$ cat src/rtl/reverse_bits_stream.sv
// reverse_bits_stream: per-word bit/byte/nibble transform feeding a 2-entry
// in-order buffer with valid/ready handshakes on both sides.
// Optional transfer counter enabled by defining REVERSE_BITS_STATS_EN;
// otherwise xfer_cnt is tied to zero.
module reverse_bits_stream #(
  parameter int unsigned WIDTH = 8
) (
  input  logic             clk,
  input  logic             rst_n,
  input  logic [WIDTH-1:0] in_data,
  input  logic [1:0]       in_mode,
  input  logic             in_valid,
  output logic             in_ready,
  output logic [WIDTH-1:0] out_data,
  output logic             out_valid,
  input  logic             out_ready,
  output logic [15:0]      xfer_cnt
);

  localparam int unsigned NBYTES = WIDTH / 8;

  typedef enum logic [1:0] {
    EMPTY = 2'd0,
    ONE   = 2'd1,
    FULL  = 2'd2
  } state_e;

  state_e           state_q, state_d;
  logic [WIDTH-1:0] head_q, head_d;   // oldest word, always on out_data
  logic [WIDTH-1:0] tail_q, tail_d;   // second word, valid only in FULL
  logic             in_ready_q, in_ready_d;
  logic [WIDTH-1:0] xf_data;
  logic             in_xfer, out_xfer;

  // Mode travels with its own word: the transform is applied on entry.
  function automatic logic [WIDTH-1:0] transform(input logic [WIDTH-1:0] d,
                                                 input logic [1:0]       m);
    logic [WIDTH-1:0] r;
    r = d;
    case (m)
      2'b01: begin
        for (int unsigned i = 0; i < WIDTH; i++) r[i] = d[WIDTH-1-i];
      end
      2'b10: begin
        for (int unsigned b = 0; b < NBYTES; b++)
          r[8*b +: 8] = d[8*(NBYTES-1-b) +: 8];
      end
      2'b11: begin
        for (int unsigned b = 0; b < NBYTES; b++)
          r[8*b +: 8] = {d[8*b +: 4], d[8*b+4 +: 4]};
      end
      default: r = d;
    endcase
    return r;
  endfunction

  assign xf_data   = transform(in_data, in_mode);
  assign in_ready  = in_ready_q;
  assign out_valid = (state_q != EMPTY);
  assign out_data  = head_q;
  assign in_xfer   = in_valid & in_ready_q;
  assign out_xfer  = out_valid & out_ready;

  // Buffer occupancy and storage next-state; in_ready is precomputed from
  // the next state so it leaves a register with no path from out_ready.
  always_comb begin
    state_d = state_q;
    head_d  = head_q;
    tail_d  = tail_q;
    case (state_q)
      EMPTY: begin
        if (in_xfer) begin
          head_d  = xf_data;
          state_d = ONE;
        end
      end
      ONE: begin
        if (in_xfer && out_xfer) begin
          head_d = xf_data;
        end else if (in_xfer) begin
          tail_d  = xf_data;
          state_d = FULL;
        end else if (out_xfer) begin
          state_d = EMPTY;
        end
      end
      FULL: begin
        if (out_xfer) begin
          head_d  = tail_q;
          state_d = ONE;
        end
      end
      default: state_d = EMPTY;
    endcase
    in_ready_d = (state_d != FULL);
  end

  // State and storage registers; reset wins over any transfer.
  always_ff @(posedge clk) begin
    if (!rst_n) begin
      state_q    <= EMPTY;
      head_q     <= '0;
      tail_q     <= '0;
      in_ready_q <= 1'b1;
    end else begin
      state_q    <= state_d;
      head_q     <= head_d;
      tail_q     <= tail_d;
      in_ready_q <= in_ready_d;
    end
  end

`ifdef REVERSE_BITS_STATS_EN
  logic [15:0] cnt_q;

  // Count completed output transfers, wrapping naturally at 16 bits.
  always_ff @(posedge clk) begin
    if (!rst_n) begin
      cnt_q <= '0;
    end else if (out_xfer) begin
      cnt_q <= cnt_q + 16'd1;
    end
  end

  assign xfer_cnt = cnt_q;
`else
  assign xfer_cnt = '0;
`endif

endmodule

$ cat config.mk
export PLATFORM = sky130hd
export DESIGN_NAME = reverse_bits_stream
export DESIGN_NICKNAME = d
export VERILOG_FILES = /design/src/rtl/reverse_bits_stream.sv
export SDC_FILE = /design/constraint.sdc
export NUM_CORES = 1
export LEC_CHECK = 0
export CORE_AREA = 2 2 57 59
export DETAILED_ROUTE_END_ITERATION = 8
export DIE_AREA = 0 0 59 61
export PLACE_DENSITY = 0.72
export SLEW_MARGIN = 10
export SYNTH_ARGS = -nofsm -noshare
export SYNTH_HDL_FRONTEND = slang
export SYNTH_SLANG_ARGS = --single-unit
$ cat constraint.sdc
create_clock -name clk -period 1.38 [get_ports clk]
set_clock_uncertainty 0.15 [all_clocks]
set_input_delay 0.276 -clock clk [delete_from_list [all_inputs] [get_ports clk]]
set_output_delay 0.276 -clock clk [all_outputs]
set_load 0.03 [all_outputs]
==> results of run 1 <==
kinds of logic (layout without fill, tap and decap cells):
family          Yosys count  count (layout)
flops                    19              19
buf+inv                  25              44
simple gates             46              46
mux                       8               8
other cells               1              16
compound gates           36              36
state kept, by name, indices dropped and copies added (netlist names):
signal and count:
state_q 2, out_data 8, tail_q 8, in_ready 1
per-layer routing:
metal  wire (um)  GRT usage
met5           0          0
met4          48     0.0682
met3         212     0.0256
met2        1570      0.254
met1        1330      0.206
per-stage QoR:
| step | cells | hold WS (ps) | total power, W | instance area [sq um] |
|---|---|---|---|---|
| floorplan | 150 | 300 | 0.000919 | 1180 |
| global placement | 195 | 296 | 0.00103 | 1390 |
| detailed placement | 195 | 301 | 0.00104 | 1390 |
| CTS | 200 | 320 | 0.00135 | 1500 |
| global route | 202 | 350 | 0.00147 | 1620 |
| finish | 202 | 311 | 0.00140 | 1620 |
worst max-delay path, cell delays in order (launching register included):
cell and delay [ps]:
sky130_fd_sc_hd__dfxtp_2 350, sky130_fd_sc_hd__buf_6 120, sky130_fd_sc_hd__nand4b_1 240, sky130_fd_sc_hd__nand3_2 140, sky130_fd_sc_hd__buf_8 150, sky130_fd_sc_hd__o2111ai_2 140, sky130_fd_sc_hd__a21boi_1 160
layout make-up:
cell class,count,area (sq um),share of cell area
Clock inverter,1,5.00,0.00310
Tap cell,33,41.3,0.0256
Inverter,1,3.75,0.00232
Clock buffer,3,22.5,0.0139
Multi-Input combinational cell,106,763,0.473
Sequential cell,19,384,0.238
Timing Repair Buffer,39,395,0.245
worst max path at each step:
stage | start | endpoint | slack, ps | cells after the start
detailed placement | in_valid | tail_q[1] | -460 | 4
CTS | state_q[0] | out_data[2] | -60 | 6
global route | state_q[1] | out_data[7] | -170 | 6
finish | state_q[1] | out_data[4] | -140 | 6
global placement | in_valid | tail_q[5] | -400 | 4
floorplan | in_ready | tail_q[0] | 10 | 3
power by group:
group	leakage, nW	internal, W	switching (W)
clock	0.0177	0.000108	0.000173
sequential	0.156	0.000585	0.0000228
combinational	0.514	0.000223	0.000292
repair_timing:
action                                  4_1_cts  5_1_grt
cloned                                        0        1
endpoints found under the setup margin       17       17
gates resized for setup                      27       13
setup buffers                                 1        1
pin swaps                                    17       14
hold endpoints to repair                      0        0
cells in the final DEF, fill, tap and decap left out, drive strengths merged:
cell,count
dlymetal6s2s,1
dlygate4sd2,1
a21o,1
o21a,2
o2111ai,8
nand4bb,1
buf,25
mux2i,8
nand3,9
nand2b,2
nand4b,2
clkbuf,4
dfxtp,19
clkinv,1
and3,1
nand2,18
a21boi,8
nor2,9
a22o,8
inv,1
nand3b,2
clkdlybuf4s50,11
conb,16
or2,2
a21oi,9
==> summary by stage, run 1 <==
Placed design
The placer congestion estimate is 0.746. The post-placement worst setup slack is -461 ps. The wire-length estimate of the detail-placed layout is approximately 2000 um. In this run the tool buffered the top-level ports with 23 buffer cells.

STA
The share of the clock period used by the worst path is 1.10. The setup total negative slack is -1730 ps. Once routing completed, OpenROAD measured the worst setup slack at -136 ps. The final setup violation count is 17.

Setup repair after global routing could not meet its margin everywhere. The final number of max-transition violations is 0. The timing-limited maximum frequency is approximately 660 MHz. The smallest clock period supported by the final layout is computed as around 1500 ps. The hold violation total from the final report came to 0.

Die
The die outline area is ~0.0036 sq mm. The number of placement rows is 20. The core region is approximately 0.003 sq mm.

In this run the horizontal extent of the chip is between 50 and 60 um. The height of the die is ~60 um. The number of top-level pins is 40.

The initial utilization of the core area, before any placement, comes to 0.381.

Synth
The synthesized-area fraction occupied by adder cells is 0. The post-synthesis mux area share is 0.0711. The number of different library cells used by synthesis comes to 26. In this run, synthesis inferred 0 flip-flops with an integrated enable. The xor/xnor share of the synthesized area is 0.

The post-synthesis average cell area is between 8 and 9 sq um. For this run, the leading register cell type out of synthesis is sky130_fd_sc_hd__dfxtp_1. The synthesized netlist occupies a cell area of about 0.0011 sq mm. In the synthesized netlist, the cells that appear most often are 19 x sky130_fd_sc_hd__dfxtp_1, 18 x sky130_fd_sc_hd__nand2_1, 17 x sky130_fd_sc_hd__buf_4. Yosys printed 0 warnings. The post-synthesis cell type with the largest combined area is sky130_fd_sc_hd__dfxtp_1. The post-synthesis sequential area ratio is 0.338. The post-synthesis simple-gate area fraction is 0.199. The area share of the largest cell type after synthesis is 0.338. Yosys attributes the largest share of cell area to sky130_fd_sc_hd__dfxtp_1 34%, sky130_fd_sc_hd__buf_4 11%, sky130_fd_sc_hd__mux2i_1 7.1%, sky130_fd_sc_hd__a22o_1 6.2%, sky130_fd_sc_hd__o2111ai_1 6.2%. In the post-synthesis netlist, the cell with the most instances is sky130_fd_sc_hd__dfxtp_1. After synthesis, the largest family of logic cells by area is compound AO/OA/AOI/OAI gates. The fraction of the mapped netlist area in compound gates was 0.238.

The total of flip-flops plus latches after synthesis is 19. The share of flip-flops with an asynchronous set or reset is 0. Synthesis produced a netlist whose cell count is ~140.

Power
For this design the ratio of total power to cell area is 869 mW/mm^2. The leakage dissipation is 0.687 nW. The peak ir drop on the vdd network is 0.458 mV.

Clock network
In this run the number of H-tree levels came out at 1. The clock transition at the register clock pins on the worst setup and hold paths after CTS is about 110 ps. TritonCTS created 3 clock buffers. The longest clock path from root to sink contains 2 buffers. For this design, the CTS-stage hold fixing added 0 buffers. TritonCTS built the clock tree. The root buffer selected by CTS is sky130_fd_sc_hd__clkbuf_4. The number of clock sinks seen by CTS is 19.

At the later pin of the worst-skew pair, clock insertion delay measures about 300 ps.

Worst setup path
For the worst setup path, the data required time is ~1500 ps. The cell depth of the worst flop-to-flop path is 6. By startpoint and endpoint, the worst setup path is classified as reg -> reg.

The startpoint type of the worst setup path is a flop. The worst register-to-register path ends at out_data[4]. The largest driver fanout on the critical path is 8. The flop-to-flop setup slack is -140 ps.

The arrival time of the worst setup path is between 1500 and 2000 ps. The worst setup path is captured at a flop. The reg-to-reg startpoint is state_q[1].

Drt
The final layout contains routed wiring with a total length of approximately 3200 um. The total DRC errors in the routed layout is 0. The detailed-routing iteration count for the pre-antenna-repair pass is 4.

The routed length per instance is approximately 16 um. The mean number of vias per cell is 5.52. The total via count after detailed routing is approximately 1100.

The remaining antenna violation count is 0. For this block, the initial DRC count from the detailed router was 38.

Outcome
The flow ran to the end, but the final reports show violations. The checks that failed: negative setup slack.

Worst hold path
The class of the tightest hold or removal check is reg -> reg. In this run the most critical hold path is launched from out_data[4]. The cell depth of the worst hold path is 2. The worst hold endpoint is out_data[4].

Global routing
Entering global routing, the biggest net connects 26 pins. The first global-routing pass estimated around 4200 um of wire. In the global route stage, overall resource usage came out at 0.157.

The initial antenna violation count was 0. After global routing the overflow that remains totals 0. The via count of the first global-routing pass is just under 1000.

Cells and area
The signed area change from the synthesized netlist to the final layout is 43.4%. The number of nets in the layout is ~180. The antenna cell count is 0. The share of the core filled with cells is 0.547. The layout cell share with drive strength beyond 1 is 0.290. The number of fill cells in the layout is around 270.

Run
The number of violations of the max-capacitance limit is 0.
Power figures use the tool's default switching activity.
==> run 2, diff against run 1 <==
Settings changed: SLEW_MARGIN 10 to unset.
Clock period 1.38 ns to 1.3 ns, I/O delays scaled along.
==> summary by stage, run 2 (same netlist as run 1, synthesis figures left out) <==
Worst setup path
The arrival time of the worst setup path is 1020 ps (was 1600 ps). The startpoint type of the worst setup path is a flop (unchanged). The cell with the biggest individual delay on the critical path is sky130_fd_sc_hd__dfxtp_2 (unchanged). The flop-to-flop setup slack was -120 ps (was -140 ps). The largest driver fanout on the critical path is 2 (was 8). The reg-to-reg startpoint is state_q[1] (unchanged). The capturing element of the worst setup path is out_valid (was out_data[4]).

The cell depth of the worst flop-to-flop path came to 5 (was 6). Cell-by-cell listing of the critical path: or2_4, buf_6 (was buf_6, nand4b_1, nand3_2, buf_8, o2111ai_2, a21boi_1). The startpoint of the most critical setup path is state_q[1] (unchanged). The data required time at the worst endpoint is 890 ps (was 1460 ps). The nature of the critical path endpoint is an output port (was flop).

The critical path's largest stage delay is 340 ps (was 350 ps). The path type of the worst setup path is reg -> out (was reg -> reg). The end of the worst register-to-register path is out_data[6] (was out_data[4]).

Placed design
The post-placement worst setup slack is -493 ps (was -461 ps). The placer congestion estimate was 0.908 (was 0.746). The total placed instance area was 0.00137 sq mm (was 0.00139 sq mm). The number of instances in the placed design is 192 (was 195). The post-DP HPWL came to 1910 um (was 1950 um). The count of buffers from port buffering was 23 (unchanged).

Drt
The total DRC errors in the routed layout is 0 (unchanged). The remaining antenna violation count is 0 (unchanged). The routed length per instance came to 12.6 um (was 15.7 um).

The total via count after detailed routing is 1042 (was 1116). The post-detailed-routing wire length is 2500 um (was 3170 um). The detailed router's first-iteration violation count is 42 (was 38). The mean number of vias per cell is 5.26 (was 5.52). The detailed-routing iteration count for the pre-antenna-repair pass is 4 (unchanged).

Die
The number of top-level pins is 40 (unchanged). The die outline area came to 0.00360 sq mm (unchanged). The number of placement rows is 20 (unchanged). The horizontal extent of the die came to 59 um (unchanged). The core region area came to 0.00295 sq mm (unchanged). The starting density of the core is 0.381 (unchanged). The height of the die is 61 um (unchanged).

STA
Derived from the worst setup path, the maximum achievable clock frequency is 699 MHz. The final setup slack of the worst path is -131 ps (was -136 ps). The final number of max-transition violations is 0 (unchanged). Setup repair after global routing missed its margin: yes (unchanged).

Dividing the final minimum period by the clock period gives 1.10. The shortest clock period the worst path allows after layout is around 1400 ps. The final setup violation count is 18 (was 17).

The hold violation total from the final report is 0 (unchanged). The setup total negative slack is -1690 ps (was -1730 ps). The final worst hold slack is 312 ps (was 311 ps).

Run
The number of violations of the max-capacitance limit was 0 (unchanged).

Global routing
The largest net degree at the start of global routing is 26 (unchanged). The total routing resource utilization after global routing was 0.139 (was 0.157). The first-pass GRT wire length came to 3760 um (was 4240 um).

The initial antenna violation count came to 0 (unchanged). The overflow left after global routing was 0 (unchanged). The via count of the first global-routing pass is 946 (was 982).

Clock network
The later-pin clock latency in the skew report is 300 ps (about the same). The root buffer selected by CTS is sky130_fd_sc_hd__clkbuf_4 (unchanged). The number of buffers added by the clock tree synthesis step is 3 (unchanged).

The clock transition at the register clock pins on the worst setup and hold paths after CTS is 110 ps (about the same). The number of clock sinks seen by CTS is 19 (unchanged). The TritonCTS clock tree is built (unchanged). The hold buffer count at CTS came to 0 (unchanged). The H-tree depth is 1 (unchanged).

The deepest clock path buffer count came to 2 (unchanged).

Cells and area
The signed area change from the synthesized netlist to the final layout came to 32.7% (was 43.4%). Most frequent cells in the layout: 18 x sky130_fd_sc_hd__nand2_1, 17 x sky130_fd_sc_hd__buf_4, 16 x sky130_fd_sc_hd__conb_1, 16 x sky130_fd_sc_hd__dfxtp_1, 13 x sky130_fd_sc_hd__clkdlybuf4s50_1 (was 17 x sky130_fd_sc_hd__nand2_1, 17 x sky130_fd_sc_hd__buf_4, 16 x sky130_fd_sc_hd__conb_1, 16 x sky130_fd_sc_hd__dfxtp_1, 11 x sky130_fd_sc_hd__clkdlybuf4s50_1). The final design instance area without fill came to 0.00149 sq mm (was 0.00162 sq mm).

The final instance count without filler cells is 198 (was 202). The layout cell share with drive strength beyond 1 was 0.242 (was 0.290). The most common cell after layout, fill and taps aside is sky130_fd_sc_hd__nand2_1. The antenna cell count is 0 (unchanged). The number of nets in the layout is 180 (was 184).

Outcome
Result of the run: finished with violations (unchanged). Failing checks: negative setup slack (unchanged).

Power
The leakage dissipation is 0.648 nW (was 0.687 nW). The ratio of total power to cell area is 957 mW/mm^2 (was 869 mW/mm^2). The peak ir drop on the vdd network is 0.563 mV (was 0.458 mV).

Worst hold path
The class of the tightest hold or removal check is reg -> reg (unchanged). The cell depth of the worst hold path is 2 (unchanged).
## run 2: cell count changes in the layout (fill, tap and decap cells not counted), moves of 2 or more
| cell | previous run | this run |
|---|---|---|
| sky130_fd_sc_hd__mux2i_1 | 4 | 8 |
| sky130_fd_sc_hd__o2111ai_2 | 2 | 5 |
| sky130_fd_sc_hd__buf_6 | 5 | 3 |
| sky130_fd_sc_hd__clkdlybuf4s50_1 | 11 | 13 |
| sky130_fd_sc_hd__mux2i_4 | 2 | 0 |
| sky130_fd_sc_hd__o2111ai_4 | 2 | 0 |
| sky130_fd_sc_hd__mux2i_2 | 2 | 0 |
## run 2: power breakdown
group,leakage [nW],switching [W],total (W),internal [W]
combinational,0.475,0.000276,0.000476,0.000201
clock,0.0177,0.000196,0.000311,0.000115
sequential,0.156,0.0000226,0.000642,0.000619
## run 2: how the worst min path moves through the flow
stage           startpoint          end  slack (ps)
2_1_floorplan    tail_q[0]    tail_q[0]         310
3_3_place_gp   out_data[1]  out_data[1]         290
3_5_place_dp   out_data[2]  out_data[2]         300
4_1_cts        out_data[2]  out_data[2]         310
5_1_grt        out_data[2]  out_data[2]         330
6_report       out_data[1]  out_data[1]         310
## run 2: timing repair
| action | 4_1_cts | 5_1_grt |
|---|---|---|
| gates cloned | 0 | 0 |
| pin swaps | 10 | 15 |
| resized for setup | 15 | 9 |
| buffers inserted | 1 | 1 |
| endpoints found under the setup margin | 17 | 19 |
## run 2: area by class of cell
| cell class | instances | area [sq um] |
|---|---|---|
| Inverter | 1 | 3.75 |
| Clock buffer | 3 | 22.5 |
| Timing Repair Buffer | 35 | 332 |
| Clock inverter | 1 | 5.00 |
| Multi-Input combinational cell | 106 | 703 |
| Sequential cell | 19 | 387 |
| Tap cell | 33 | 41.3 |
| Fill cell | 296 | 1460 |
## run 2: routing by layer
layer / GRT usage / up-vias / part of all wire
li1: - / 518 / -
met1: 0.148 / 493 / 0.40
met2: 0.263 / 27 / 0.54
met3: 0.0405 / 4 / 0.042
met4: 0.0422 / 0 / 0.010
met5: 0 / - / 0
## run 2: critical path, delay by kind of cell, from the launching register on
family,cells,cell delay (ps)
and+or+nand+nor,1,240
DFF,1,340
buffers and inverters,1,140
## run 2: through the flow
step	util	power [W]
6_report	0.506	0.00143
5_1_grt	0.506	0.00150
4_1_cts	0.487	0.00143
3_5_place_dp	0.464	0.00109
3_3_place_gp	0.464	0.00108
2_1_floorplan	-	0.000975
==> run 3, diff against run 2 <==
Settings changed: CAP_MARGIN set to 20, PLACE_DENSITY 0.72 to 0.69.
Clock period 1.3 ns to 1.85 ns, I/O delays scaled along.
==> summary by stage, run 3 (same netlist as run 1, synthesis figures left out) <==
Worst setup path
The path type of the worst setup path is reg -> out (unchanged). The critical path's largest stage delay came to 370 ps (was 340 ps). The arrival time of the worst setup path was 1130 ps (was 1020 ps). The nature of the critical path endpoint is an output port (unchanged). The kind of cell adding the most delay to the critical path is flip-flops (unchanged). The count of buffering cells on the critical path with inverters included is 1 (unchanged). The startpoint type of the worst setup path is a flop (unchanged). The largest driver fanout on the critical path is 7 (was 2). The cell with the biggest individual delay on the critical path is sky130_fd_sc_hd__dfxtp_1 (was sky130_fd_sc_hd__dfxtp_2). Cell-by-cell listing of the critical path: or2_2, clkbuf_2 (was or2_4, buf_6).

The data required time at the worst endpoint was 1330 ps (was 890 ps).

Drt
The remaining antenna violation count is 0 (unchanged). The detailed router's first-iteration violation count is 48 (was 42). The total via count after detailed routing is 1043 (was 1042). The detailed-routing iteration count for the pre-antenna-repair pass was 4 (unchanged). The post-detailed-routing wire length is 2510 um (was 2500 um). The routed length per instance was 12.9 um (was 12.6 um). The mean number of vias per cell was 5.35 (was 5.26). The total DRC errors in the routed layout is 0 (unchanged).

STA
The final setup violation count came to 0 (was 18). The hold violation total from the final report was 0 (unchanged). Dividing the final minimum period by the clock period gives 0.892.

Setup repair after global routing missed its margin: no (was yes). The timing-limited maximum frequency is approximately 610 MHz. The final number of max-transition violations came to 0 (unchanged). The final setup slack of the worst path is 200 ps (was -131 ps).

The shortest clock period the worst path allows after layout is between 1500 and 2000 ps. The final worst hold slack came to 303 ps (was 312 ps).

Cells and area
Most frequent cells in the layout: 19 x sky130_fd_sc_hd__dfxtp_1, 18 x sky130_fd_sc_hd__nand2_1, 16 x sky130_fd_sc_hd__conb_1 (was 18 x sky130_fd_sc_hd__nand2_1, 17 x sky130_fd_sc_hd__buf_4, 16 x sky130_fd_sc_hd__conb_1, 16 x sky130_fd_sc_hd__dfxtp_1, 13 x sky130_fd_sc_hd__clkdlybuf4s50_1). The layout cell share with drive strength beyond 1 is 0.0926 (was 0.242). The most common cell after layout, fill and taps aside was sky130_fd_sc_hd__dfxtp_1 (was sky130_fd_sc_hd__nand2_1). The signed area change from the synthesized netlist to the final layout was 24.7% (was 32.7%). The antenna cell count is 0 (unchanged). The share of the core filled with cells is 0.475 (was 0.506). The number of nets in the layout is 177 (was 180).

Clock network
The later-pin clock latency in the skew report is 290 ps (was 300 ps). The number of buffers added by the clock tree synthesis step was 3 (unchanged). The TritonCTS clock tree was built (unchanged). The deepest clock path buffer count is 2 (unchanged). The clock transition at the register clock pins on the worst setup and hold paths after CTS is 100 ps (was 110 ps). The number of clock sinks seen by CTS is 19 (unchanged). The H-tree depth came to 1 (unchanged). The root buffer selected by CTS is sky130_fd_sc_hd__clkbuf_4 (unchanged).

Global routing
The via count of the first global-routing pass is 951 (was 946). The initial antenna violation count is 0 (unchanged). The total routing resource utilization after global routing is 0.149 (was 0.139). The largest net degree at the start of global routing came to 26 (unchanged). The overflow left after global routing is 0 (unchanged). The first-pass GRT wire length is 4020 um (was 3760 um).

Die
The number of placement rows is 20 (unchanged). The horizontal extent of the die is 59 um (unchanged). The die outline area came to 0.00360 sq mm (unchanged). The starting density of the core is 0.381 (unchanged). The height of the die came to 61 um (unchanged). The core region area is 0.00295 sq mm (unchanged).

The number of top-level pins was 40 (unchanged).

Power
The ratio of total power to cell area is 686 mW/mm^2 (was 957 mW/mm^2). The peak ir drop on the vdd network is 0.424 mV (was 0.563 mV). The leakage dissipation was 0.696 nW (was 0.648 nW).

Placed design
The placer congestion estimate came to 0.806 (was 0.908). The post-placement worst setup slack is -80.2 ps (was -493 ps). The count of buffers from port buffering is 23 (unchanged). The post-DP HPWL came to 1930 um (was 1910 um).

Run
The number of violations of the max-capacitance limit was 0 (unchanged).

Outcome
Result of the run: completed (was finished with violations).

Worst hold path
The class of the tightest hold or removal check was reg -> reg (unchanged).
-- run 3: cell types whose count changed in the layout (fill, tap and decap cells not counted), sizes merged --
cell          previous run  this run
buf                     22         9
dlymetal6s2s             0         7
clkbuf                   3         5
dlygate4sd2              0         2
clkinv                   1         0
-- run 3: layout make-up --
type                            instances  area (sq um)
Clock buffer                            4          26.3
Fill cell                             293          1550
Inverter                                1          3.75
Multi-Input combinational cell        106           632
Sequential cell                        19           380
Tap cell                               33          41.3
Timing Repair Buffer                   32           320
-- run 3: repair_timing --
item / CTS / global route
setup buffers: 0 / 0
setup endpoints to repair: 3 / 8
hold buffers: 0 / 0
gates resized for setup: 3 / 9
-- run 3: where the power goes --
group	internal (W)	switching [W]
registers	0.000435	0.0000151
logic	0.000122	0.000186
clock network	0.0000839	0.000121
-- run 3: metrics by stage --
stage          cell area (sq um)  cells  setup TNS [ps]  power (W)
2_1_floorplan               1180    150               0   0.000686
3_3_place_gp                1370    191            -221   0.000769
3_5_place_dp                1370    191            -820   0.000775
4_1_cts                     1390    195               0   0.000978
5_1_grt                     1400    195               0    0.00102
6_report                    1400    195               0   0.000963
-- run 3: path summary, 6_finish.rpt --
path | from | cells after the start | slack (ps) | to
max | state_q[0] | 2 | 200 | out_valid
min | out_data[4] | 2 | 300 | out_data[4]
max reg2reg | state_q[1] | 4 | 330 | tail_q[4]
min reg2reg | out_data[4] | 2 | 300 | out_data[4]
-- run 3: routing by layer --
| metal | routed length, um | global-route usage | vias up |
|---|---|---|---|
| met2 | 1150 | 0.238 | 46 |
| li1 | - | - | 509 |
| met5 | 0 | 0 | - |
| met4 | 56 | 0.101 | 0 |
| met3 | 151 | 0.0213 | 7 |
| met1 | 1150 | 0.187 | 481 |
-- run 3: worst reg2reg max path, delay by kind of cell, from the launching register on --
kind / cells / cell delay [ps]
and+or+nand+nor: 1 / 220
AOI/OAI and AO/OA: 2 / 580
buffers and inverters: 1 / 150
DFF: 1 / 320
==> patch, RTL diff (flow settings as in run 2) <==
Add a define of `REVERSE_BITS_STATS_EN`.
--- a/src/rtl/reverse_bits_stream.sv
+++ b/src/rtl/reverse_bits_stream.sv
@@ -4,2 +4,4 @@
 // otherwise xfer_cnt is tied to zero.
+`define REVERSE_BITS_STATS_EN
+
 module reverse_bits_stream #(
Check against the original RTL: not equivalent (Yosys sat finds a counterexample within 4 cycles, from zero or initial values and one cycle with rst_n low).
==> patch against run 2 <==
  * The flow now stops in global routing
  * Synthesized cell count up 39%
  * Area after synthesis up 55%
==> patch: results (changes against run 2) <==
clock buffer depth: 2 (unchanged)
stop err: [ERROR DPL-0038] Utilization greater than 100%, impossible to legalize
setup slack at placement: -0.6336 ns (-0.1406 ns)
CTS Buf Count: 5 (+2)
top post-synthesis cells by count: dfxtp_1 (35), mux2i_1 (28), a21oi_1 (16)
largest net degree at the start of global routing: 18
total number of H-tree levels: 2 (+1)
kind of the worst endpoint: top-level output
outcome: aborted with a tool error
clock root cell: clkbuf_4
GR repair worst EP: out_valid
IO buf count: 39 (+70%)
clock sink count: 35 (+16)
RePlAce Congestion: 0.8290 (-8.7%)
Exit stage: global routing
Netlist cell types: 35 (+35%)
DP HPWL: 3056 um (+60%)
Syn. warnings: 0 (unchanged)
Async SR Flop Fraction: 0% (unchanged)
syn_nets: 203
CTS Hold Bufs: 0 (unchanged)
synth top area cells: dfxtp_1 (40%), mux2i_1 (16%), and2_1 (4.7%)
Seq/Total Area, Yosys: 40.23% (+6.5 points)
[patch: per-stage QoR]
stage | std cells | instance area [sq um] | utilization (%) | setup TNS [ns]
2_1_floorplan | 188 | 1842 | - | -1.368
3_3_place_gp | 279 | 2401 | 81.31 | -16.55
3_5_place_dp | 279 | 2401 | 81.31 | -17.60
4_1_cts | 303 | 2806 | 95.04 | -5.765
[patch: cells by family after synthesis]
family / synth area share (%)
compound gates: 12.07
xor+xnor: 5.029
fa+ha+maj: 0.7183
buf+inv: 3.951
flops: 40.23
mux: 16.09
simple gates: 21.91
[patch: what timing repair did]
action / 4_1_cts
endpoints found under the setup margin: 48
resized for setup: 60
setup buffers: 16
gates cloned: 1
pin swaps: 8
